### src/rtl/axi_aw_packetizer_pkg.sv
// Shared NoC packet types: packet-type enum, header field layout, default header struct
// and a width-generic header builder reused by the read packetizer and egress depacketizer.
package axi_aw_packetizer_pkg;

  typedef enum logic [1:0] {
    PKT_WRITE = 2'b01,
    PKT_READ  = 2'b10,
    PKT_RESP  = 2'b11
  } pkt_type_e;

  typedef enum logic [1:0] {
    ST_IDLE = 2'd0,
    ST_HDR  = 2'd1,
    ST_ADDR = 2'd2,
    ST_DATA = 2'd3
  } aw_state_e;

  localparam int unsigned HDR_TYPE_W  = 2;
  localparam int unsigned HDR_LEN_W   = 8;
  localparam int unsigned HDR_SIZE_W  = 3;
  localparam int unsigned HDR_BURST_W = 2;
  localparam int unsigned HDR_FIXED_W = HDR_TYPE_W + HDR_LEN_W + HDR_SIZE_W + HDR_BURST_W;
  localparam int unsigned HDR_MAX_W   = 64;

  localparam int unsigned NOC_DEF_XW     = 2;
  localparam int unsigned NOC_DEF_YW     = 2;
  localparam int unsigned NOC_DEF_IDW    = 4;
  localparam int unsigned NOC_DEF_FLIT_W = 32;
  localparam int unsigned NOC_DEF_HDR_W  = HDR_FIXED_W + 2*NOC_DEF_XW + 2*NOC_DEF_YW + NOC_DEF_IDW;

  // Header as seen in a default 4x4 mesh with 4-bit IDs and 32-bit flits (MSB first).
  typedef struct packed {
    logic [NOC_DEF_FLIT_W-NOC_DEF_HDR_W-1:0] pad;
    logic [HDR_BURST_W-1:0]                  burst;
    logic [HDR_SIZE_W-1:0]                   size;
    logic [HDR_LEN_W-1:0]                    len;
    logic [NOC_DEF_IDW-1:0]                  id;
    logic [NOC_DEF_YW-1:0]                   src_y;
    logic [NOC_DEF_XW-1:0]                   src_x;
    logic [NOC_DEF_YW-1:0]                   dst_y;
    logic [NOC_DEF_XW-1:0]                   dst_x;
    pkt_type_e                               pkt_type;
  } noc_hdr_t;

  function automatic logic [HDR_MAX_W-1:0] fit_field(input logic [15:0] v, input int unsigned w);
    return HDR_MAX_W'(v) & ((64'd1 << w) - 64'd1);
  endfunction

  // Packs fields LSB first; widths are elaboration constants at every call site.
  function automatic logic [HDR_MAX_W-1:0] build_header(
    input pkt_type_e   ptype,
    input int unsigned xw,
    input int unsigned yw,
    input int unsigned idw,
    input logic [15:0] dst_x,
    input logic [15:0] dst_y,
    input logic [15:0] src_x,
    input logic [15:0] src_y,
    input logic [15:0] id,
    input logic [7:0]  len,
    input logic [2:0]  size,
    input logic [1:0]  burst
  );
    logic [HDR_MAX_W-1:0] h;
    int unsigned          pos;
    h   = HDR_MAX_W'(ptype);
    pos = HDR_TYPE_W;
    h   = h | (fit_field(dst_x, xw) << pos);  pos = pos + xw;
    h   = h | (fit_field(dst_y, yw) << pos);  pos = pos + yw;
    h   = h | (fit_field(src_x, xw) << pos);  pos = pos + xw;
    h   = h | (fit_field(src_y, yw) << pos);  pos = pos + yw;
    h   = h | (fit_field(id, idw) << pos);    pos = pos + idw;
    h   = h | (HDR_MAX_W'(len) << pos);       pos = pos + HDR_LEN_W;
    h   = h | (HDR_MAX_W'(size) << pos);      pos = pos + HDR_SIZE_W;
    h   = h | (HDR_MAX_W'(burst) << pos);
    return h;
  endfunction

endpackage

### src/rtl/axi_aw_packetizer.sv
// AXI4 write-burst to NoC stream packetizer: header flit, address flit, then len+1 data flits.
// Optional performance counters are built when NI_PMU_EN is defined.
module axi_aw_packetizer
  import axi_aw_packetizer_pkg::*;
#(
  parameter int DATA_WIDTH    = 32,
  parameter int ADDR_WIDTH    = 32,
  parameter int ID_WIDTH      = 4,
  parameter int MAX_ROUTERS_X = 4,
  parameter int MAX_ROUTERS_Y = 4,
  parameter int ROUTER_X      = 0,
  parameter int ROUTER_Y      = 0
) (
  input  logic                    clk,
  input  logic                    rst_n,
  input  logic [ID_WIDTH-1:0]     awid,
  input  logic [ADDR_WIDTH-1:0]   awaddr,
  input  logic [7:0]              awlen,
  input  logic [2:0]              awsize,
  input  logic [1:0]              awburst,
  input  logic                    awvalid,
  output logic                    awready,
  input  logic [DATA_WIDTH-1:0]   wdata,
  input  logic [DATA_WIDTH/8-1:0] wstrb,
  input  logic                    wlast,
  input  logic                    wvalid,
  output logic                    wready,
  output logic [DATA_WIDTH-1:0]   out_data,
  output logic [DATA_WIDTH/8-1:0] out_strb,
  output logic                    out_last,
  output logic                    out_valid,
  input  logic                    out_ready,
  output logic [31:0]             pmu_pkt_cnt,
  output logic [31:0]             pmu_stall_cnt
);

  localparam int unsigned XW     = $clog2(MAX_ROUTERS_X);
  localparam int unsigned YW     = $clog2(MAX_ROUTERS_Y);
  localparam int          STRB_W = DATA_WIDTH / 8;

  if (2 + 2*XW + 2*YW + ID_WIDTH + 13 > DATA_WIDTH) begin : g_hdr_chk
    $error("axi_aw_packetizer: header fields do not fit in DATA_WIDTH");
  end
  if (ADDR_WIDTH > DATA_WIDTH) begin : g_addr_chk
    $error("axi_aw_packetizer: ADDR_WIDTH exceeds DATA_WIDTH");
  end

  aw_state_e               state_q, state_d;
  logic [7:0]              beat_cnt_q, beat_cnt_d;
  logic [ADDR_WIDTH-1:0]   addr_q, addr_d;
  logic [DATA_WIDTH-1:0]   flit_q, flit_d;
  logic                    flit_vld_q, flit_vld_d;
  logic                    awready_q, awready_d;
  logic                    aw_hs_s;
  logic                    in_data_s;
  logic [HDR_MAX_W-1:0]    hdr_s;
  logic                    unused_wlast_s;

  // Framing comes from the beat counter alone, so wlast is deliberately not consumed.
  assign unused_wlast_s = wlast;

  assign aw_hs_s = awvalid & awready_q;
  assign hdr_s   = build_header(PKT_WRITE, XW, YW, ID_WIDTH,
                                16'(awaddr[ADDR_WIDTH-1 -: XW]),
                                16'(awaddr[ADDR_WIDTH-1-XW -: YW]),
                                16'(ROUTER_X), 16'(ROUTER_Y), 16'(awid),
                                awlen, awsize, awburst);

  // Next-state and registered-output logic for the packet FSM.
  always_comb begin
    state_d    = state_q;
    beat_cnt_d = beat_cnt_q;
    addr_d     = addr_q;
    flit_d     = flit_q;
    flit_vld_d = flit_vld_q;
    awready_d  = awready_q;
    case (state_q)
      ST_IDLE: begin
        if (aw_hs_s) begin
          addr_d     = awaddr;
          beat_cnt_d = awlen;
          flit_d     = DATA_WIDTH'(hdr_s);
          flit_vld_d = 1'b1;
          awready_d  = 1'b0;
          state_d    = ST_HDR;
        end else begin
          awready_d  = 1'b1;
        end
      end
      ST_HDR: begin
        if (out_ready) begin
          flit_d  = DATA_WIDTH'(addr_q);
          state_d = ST_ADDR;
        end else begin
          state_d = ST_HDR;
        end
      end
      ST_ADDR: begin
        if (out_ready) begin
          flit_d     = '0;
          flit_vld_d = 1'b0;
          state_d    = ST_DATA;
        end else begin
          state_d    = ST_ADDR;
        end
      end
      ST_DATA: begin
        if (wvalid && out_ready && (beat_cnt_q == 8'd0)) begin
          awready_d  = 1'b1;
          state_d    = ST_IDLE;
        end else if (wvalid && out_ready) begin
          beat_cnt_d = beat_cnt_q - 8'd1;
        end else begin
          state_d    = ST_DATA;
        end
      end
      default: begin
        state_d    = ST_IDLE;
        flit_d     = '0;
        flit_vld_d = 1'b0;
        awready_d  = 1'b1;
      end
    endcase
  end

  // FSM state and registered outputs with synchronous reset.
  always_ff @(posedge clk) begin
    if (!rst_n) begin
      state_q    <= ST_IDLE;
      beat_cnt_q <= 8'd0;
      addr_q     <= '0;
      flit_q     <= '0;
      flit_vld_q <= 1'b0;
      awready_q  <= 1'b0;
    end else begin
      state_q    <= state_d;
      beat_cnt_q <= beat_cnt_d;
      addr_q     <= addr_d;
      flit_q     <= flit_d;
      flit_vld_q <= flit_vld_d;
      awready_q  <= awready_d;
    end
  end

  // Data beats pass straight through so the W channel's own stability rules carry over.
  assign in_data_s = (state_q == ST_DATA);
  assign awready   = awready_q;
  assign wready    = in_data_s & out_ready;
  assign out_valid = in_data_s ? wvalid : flit_vld_q;
  assign out_data  = in_data_s ? wdata  : flit_q;
  assign out_strb  = in_data_s ? wstrb  : {STRB_W{flit_vld_q}};
  assign out_last  = in_data_s & (beat_cnt_q == 8'd0);

`ifdef NI_PMU_EN
  logic [31:0] pkt_cnt_q, pkt_cnt_d;
  logic [31:0] stall_cnt_q, stall_cnt_d;

  // Saturating packet and back-pressure counters.
  always_comb begin
    pkt_cnt_d   = pkt_cnt_q;
    stall_cnt_d = stall_cnt_q;
    if (out_valid && out_ready && out_last && (pkt_cnt_q != 32'hFFFF_FFFF)) begin
      pkt_cnt_d = pkt_cnt_q + 32'd1;
    end else begin
      pkt_cnt_d = pkt_cnt_q;
    end
    if (out_valid && !out_ready && (stall_cnt_q != 32'hFFFF_FFFF)) begin
      stall_cnt_d = stall_cnt_q + 32'd1;
    end else begin
      stall_cnt_d = stall_cnt_q;
    end
  end

  // Counter registers.
  always_ff @(posedge clk) begin
    if (!rst_n) begin
      pkt_cnt_q   <= 32'd0;
      stall_cnt_q <= 32'd0;
    end else begin
      pkt_cnt_q   <= pkt_cnt_d;
      stall_cnt_q <= stall_cnt_d;
    end
  end

  assign pmu_pkt_cnt   = pkt_cnt_q;
  assign pmu_stall_cnt = stall_cnt_q;
`else
  assign pmu_pkt_cnt   = 32'd0;
  assign pmu_stall_cnt = 32'd0;
`endif

endmodule

### config.mk
export PLATFORM = sky130hd
export DESIGN_NAME = axi_aw_packetizer
export DESIGN_NICKNAME = d
export VERILOG_FILES = /design/src/rtl/axi_aw_packetizer_pkg.sv /design/src/rtl/axi_aw_packetizer.sv
export SDC_FILE = /design/constraint.sdc
export NUM_CORES = 1
export LEC_CHECK = 0
export ABC_AREA = 1
export BUFFER_PORTS_ARGS = -buffer_cell sky130_fd_sc_hd__buf_2
export CORE_MARGIN = 2
export CORE_UTILIZATION = 45
export DETAILED_ROUTE_END_ITERATION = 10
export PLACE_DENSITY = 0.77
export REMOVE_ABC_BUFFERS = 1
export SLEW_MARGIN = 40
export SYNTH_ARGS = -nofsm -noshare
export SYNTH_HDL_FRONTEND = slang
export SYNTH_SLANG_ARGS = --single-unit
### constraint.sdc
create_clock -name clk -period 3.4 [get_ports clk]
set_input_delay 0.68 -clock clk [delete_from_list [all_inputs] [get_ports clk]]
set_output_delay 0.68 -clock clk [all_outputs]
set_load 0.1 [all_outputs]
Word level (Yosys, flattened, before mapping):

Index checks and enable logic that the tools add are counted.

* $add $sub $neg: 1
* multipliers: 0
* divide/modulo/power cells: 0
* $lt $le $gt $ge: 0
* equal/unequal tests: 10
* shift operators: 0
* multiplexer cells: 23
* bitwise logic cells: 8
* reduce and logical (&&, ||, !) cells: 13

Operator list (count)
* 32-bit 2-to-1 mux: 4
* 32-bit one-hot mux with 3 select lines: 1
* 25-bit by 27-bit OR with 27-bit output: 1
* 22-bit by 25-bit OR with 25-bit output: 1
* 8-bit 2-to-1 mux: 3
* 14-bit by 22-bit OR with 22-bit output: 1
* 8-bit one-hot mux with 2 select lines: 1
* 6-bit by 14-bit OR with 14-bit output: 1
* 8-bit logical NOT: 1
* 2-bit 2-to-1 mux: 4
* 2-bit inequality test (second input constant): 4
* 2-bit one-hot mux with 4 select lines: 1
* 4-bit AND reduction: 2
* 8-bit by 1-bit subtractor with 8-bit output (second input constant): 1
* 1-bit 2-to-1 mux: 6
* 4-bit by 6-bit OR with 6-bit output: 1
* 2-bit AND reduction: 3
* 2-bit equality test (second input constant): 2
* 4-bit 2-to-1 mux: 1
* 2-bit by 1-bit inequality test with 1-bit output (second input constant): 2
* 1-bit one-hot mux with 2 select lines: 2
* 2-bit nonzero test: 2
* 1-bit AND: 3
* 3-bit by 2-bit inequality test with 1-bit output (second input constant): 1
* other kinds (5): 6

* register bits after elaboration: 76
* bits in latches: 0
* RAM bits: 0
* memory bits (read-only): 0
* input port bits: 91
* output and inout port bits: 104
* word-level logic and storage cells: 61
* memories: 0

Longest topological paths before layout:

* depth in word-level cells: 7
* mapped depth: 11
* gate-level depth less buffers: 10

Worst setup path before layout:

OpenSTA, ideal clock, no wires.

* kind: reg2out
* start point: reg state_q[0]
* end point: out out_data[0]
* arrival time: 2.910 ns
* required time: 2.720 ns
* path slack: -0.190 ns
* cell stages (with the launch flop): 4
* path buffers: 1
* cells stage by stage: dfxtp_1 > ha_1 > clkbuf_1 > o21ai_0

* word-level cells in the longest chain between the ends: 2

RTL lines
* start: declaration: RTL line axi_aw_packetizer.sv:48 `aw_state_e state_q, state_d;`
* start signal: assignment: RTL line axi_aw_packetizer.sv:136 `state_q <= state_d;`
* 2-bit equality test: RTL line axi_aw_packetizer.sv:146 `assign in_data_s = (state_q == ST_DATA);`
* 32-bit 2-to-1 mux: RTL line axi_aw_packetizer.sv:150 `assign out_data = in_data_s ? wdata : flit_q;`
* end: declaration: RTL line axi_aw_packetizer.sv:28 `output logic [DATA_WIDTH-1:0] out_data,`

Every way passes these cells.

Worst setup path in the final report:

* start point: reg state_q[1]
* end point: out out_data[18]

Same word-level chain as after synthesis.

==> reports/metrics.cfg <==
[sta]
hold_viol_final=0
fin_crit_ps=2897
setup_viol=0
period_share=0.8519
max_clock_freq_mhz=345.2
fin_skew_ps=11.20
tns_ps=0
rsz0062_at_grt=no
slew_headroom=0.5160
slew_violations=0
layout_setup_ws_ps=503.5
worst_slew_pin_slew_ps=725.2

[cts]
cts_setup_buffers=0
cts_hold_buf=0
cts_buffers=9
cts_sinks=76
clk_pin_slew_ps=90
cts-root-buf=clkbuf_8
tritoncts=yes
insertion_delay_ps=350
cts_resized=0
clk_path_buf_depth=2
h-tree-depth=3

[drt]
num_vias=4044
drtIter0Drc=118
via_per_inst=4.638
firstDrtPassIters=4
drt-wirelength-per-cell_um=10.97
wl_um=9563
remaining_drc_errors=0
ant_nets=0

[status]
status=completed

[floorplan]
die_x_um=100.9
rows=35
ios=195
start_util=0.4612
dieHeight_um=100.9
core_mm2=0.009153
dieArea_mm2=0.01017

[synthesis]
syn_area_mm2=0.004222
syn_inst=644
ys_warn_count=0
synthTopCellsByArea=dfxtp_1, nand2_1, buf_4
ys_types=25
synth-seq-cells=76
seq_area_frac_synth=0.3604
syn_avg_cell_area_um2=6.555
yosys.area.top_type=dfxtp_1
synth.top_cell.area_share=0.3604

[worst_setup_path]
crit_fanout=24
cp.arrival_ps=2220
path_delay_family=buffers and inverters
critical_path.cell_chain=ha_2, inv_2, buf_4, nand2_1, nand2_1, buf_2
criticalPathCategory=flop to output port
crit_buf_inv=3
crit_path_max_incr_delay_ps=420
crit_path_frequent_cell=nand2_1
crit_required_ps=2720
crit_slowest_cell=buf_2
crit_path_start_kind=flop
end_kind=output port

[power]
p_int_mw=1.689
power.ir.vdd_worst_v=0.0004287
swShare=0.4979
p_leak_nw=2.492
clkPwrFrac=0.228
p_per_area_mw_per_mm2=686.7
p_comb_frac=0.454
p_sw_mw=1.675
seqPwrFrac=0.317

[placed_design]
detailedPlace.worstSlack_ps=869.2
numPlacedInstances=856
place_area_mm2=0.004677
dp_hpwl_um=6696
numPortBuffers=129
globalplace.congestion=0.8695

[cells_and_area]
multi_input_area_mm2=0.002146
fin_area_mm2=0.004900
finalNonFillerCells=872
drive_gt1_frac=0.2168
diodes=0
nNetsFinal=853
n_fill_cell=945
regArea_mm2=0.001521
area_delta_synth_final_pct=16.06

[job]
maxCapViolCount=0

[global_route]
grt_pass1_vias=3317
grt_pass1_wl_um=14980
antenna_found_initial=0
grtUsageTotal=0.1832
overflow=0
grt_max_degree=55

[min_path]
hp-class=flop to flop

-- metrics by stage --
stage	power [mW]	utilization	hold WS, ps
finish	3.364	0.5353	449.0
global route	3.538	0.5353	469.6
CTS	3.381	0.5353	450.9
detailed placement	2.620	0.5110	438.6
global placement	2.608	0.5110	434.4
floorplan	2.355	-	423.8
-- layout by cell type, fill, tap and decap left out, types with 2 or more instances in the layout --
master	count
a21oi_1	45
a22oi_1	2
a22oi_2	3
buf_2	128
buf_4	6
bufinv_16	2
clkbuf_8	9
clkinv_4	2
conb_1	64
dfxtp_1	76
ha_1	5
inv_1	39
inv_2	5
nand2_1	198
nand3_1	9
nor2_1	74
o21ai_0	67
o21ai_1	13
o22ai_1	2
-- tightest hold or removal path, stage by stage (launching register included) --
cell and delay (ps):
dfxtp_1 300, inv_1 50, a21oi_1 50
-- flip-flops by register name, summed over array words and instances (netlist names) --
signal	count
addr_q	32
flit_vld_q	1
flit_q	32
state_q	2
awready	1
beat_cnt_q	8
-- synthesized netlist by cell type --
cell type    n
a22oi_2      3
nand3b_1     1
nand2_1    198
a311oi_1     1
nand4_4      1
ha_1         6
dfxtp_1     76
nor2_2       1
buf_1        1
conb_1       1
nor2_4       1
a22oi_1      2
inv_2        5
buf_2       11
nor2_1      74
nand3_1     10
clkbuf_1    18
o21ai_1     13
nand2_2      1
buf_4       66
buf_6        1
o21ai_0     67
o22ai_1      2
inv_1       39
a21oi_1     45
-- per-layer routing --
layer | vias to the layer above | wire [µm] | track usage
met4 | 0 | 182 | 0.06955
met5 | - | 0 | 0
li1 | 2126 | - | -
met1 | 1758 | 4248 | 0.2351
met3 | 14 | 641 | 0.03606
met2 | 146 | 4490 | 0.3036
-- kinds of logic after synthesis --
kind of cell,count (synthesis),synth area share
buf+inv,141,0.1891
compound gates,133,0.1657
flops,76,0.3604
simple gates,287,0.2662
other cells,1,0.0008883
fa+ha+maj,6,0.01778
-- power groups by stage --
stage	Sequential, mW	Combinational (mW)	Clock, mW
2_1_floorplan	1.09	1.26	0
3_3_place_gp	1.09	1.52	0
3_5_place_dp	1.09	1.53	0
4_1_cts	1.07	1.53	0.779
5_1_grt	1.08	1.64	0.815
6_report	1.07	1.53	0.768
-- final timing paths --
path / startpoint / end / slack [ps] / cells past startpoint
worst min-delay path: addr_q[5]$_SDFFE_PN0P_ / addr_q[5]$_SDFFE_PN0P_ / 450 / 2
worst min register to register: addr_q[5]$_SDFFE_PN0P_ / addr_q[5]$_SDFFE_PN0P_ / 450 / 2
worst max-delay path: state_q[1]$_SDFFE_PN0P_ / out_data[18] / 500 / 6
worst max register to register: state_q[1]$_SDFFE_PN0P_ / beat_cnt_q[2]$_SDFFE_PN0P_ / 920 / 9
-- layout make-up --
| type | instances | area share |
|---|---|---|
| clock buffers | 9 | 0.02528 |
| clock inverters | 7 | 0.02017 |
| inverters | 44 | 0.03371 |
| multi-input cells | 490 | 0.4379 |
| flip-flops and latches | 76 | 0.3105 |
| well taps | 111 | 0.02835 |
| repair buffers | 135 | 0.1440 |
Power figures use the tool's default switching activity.
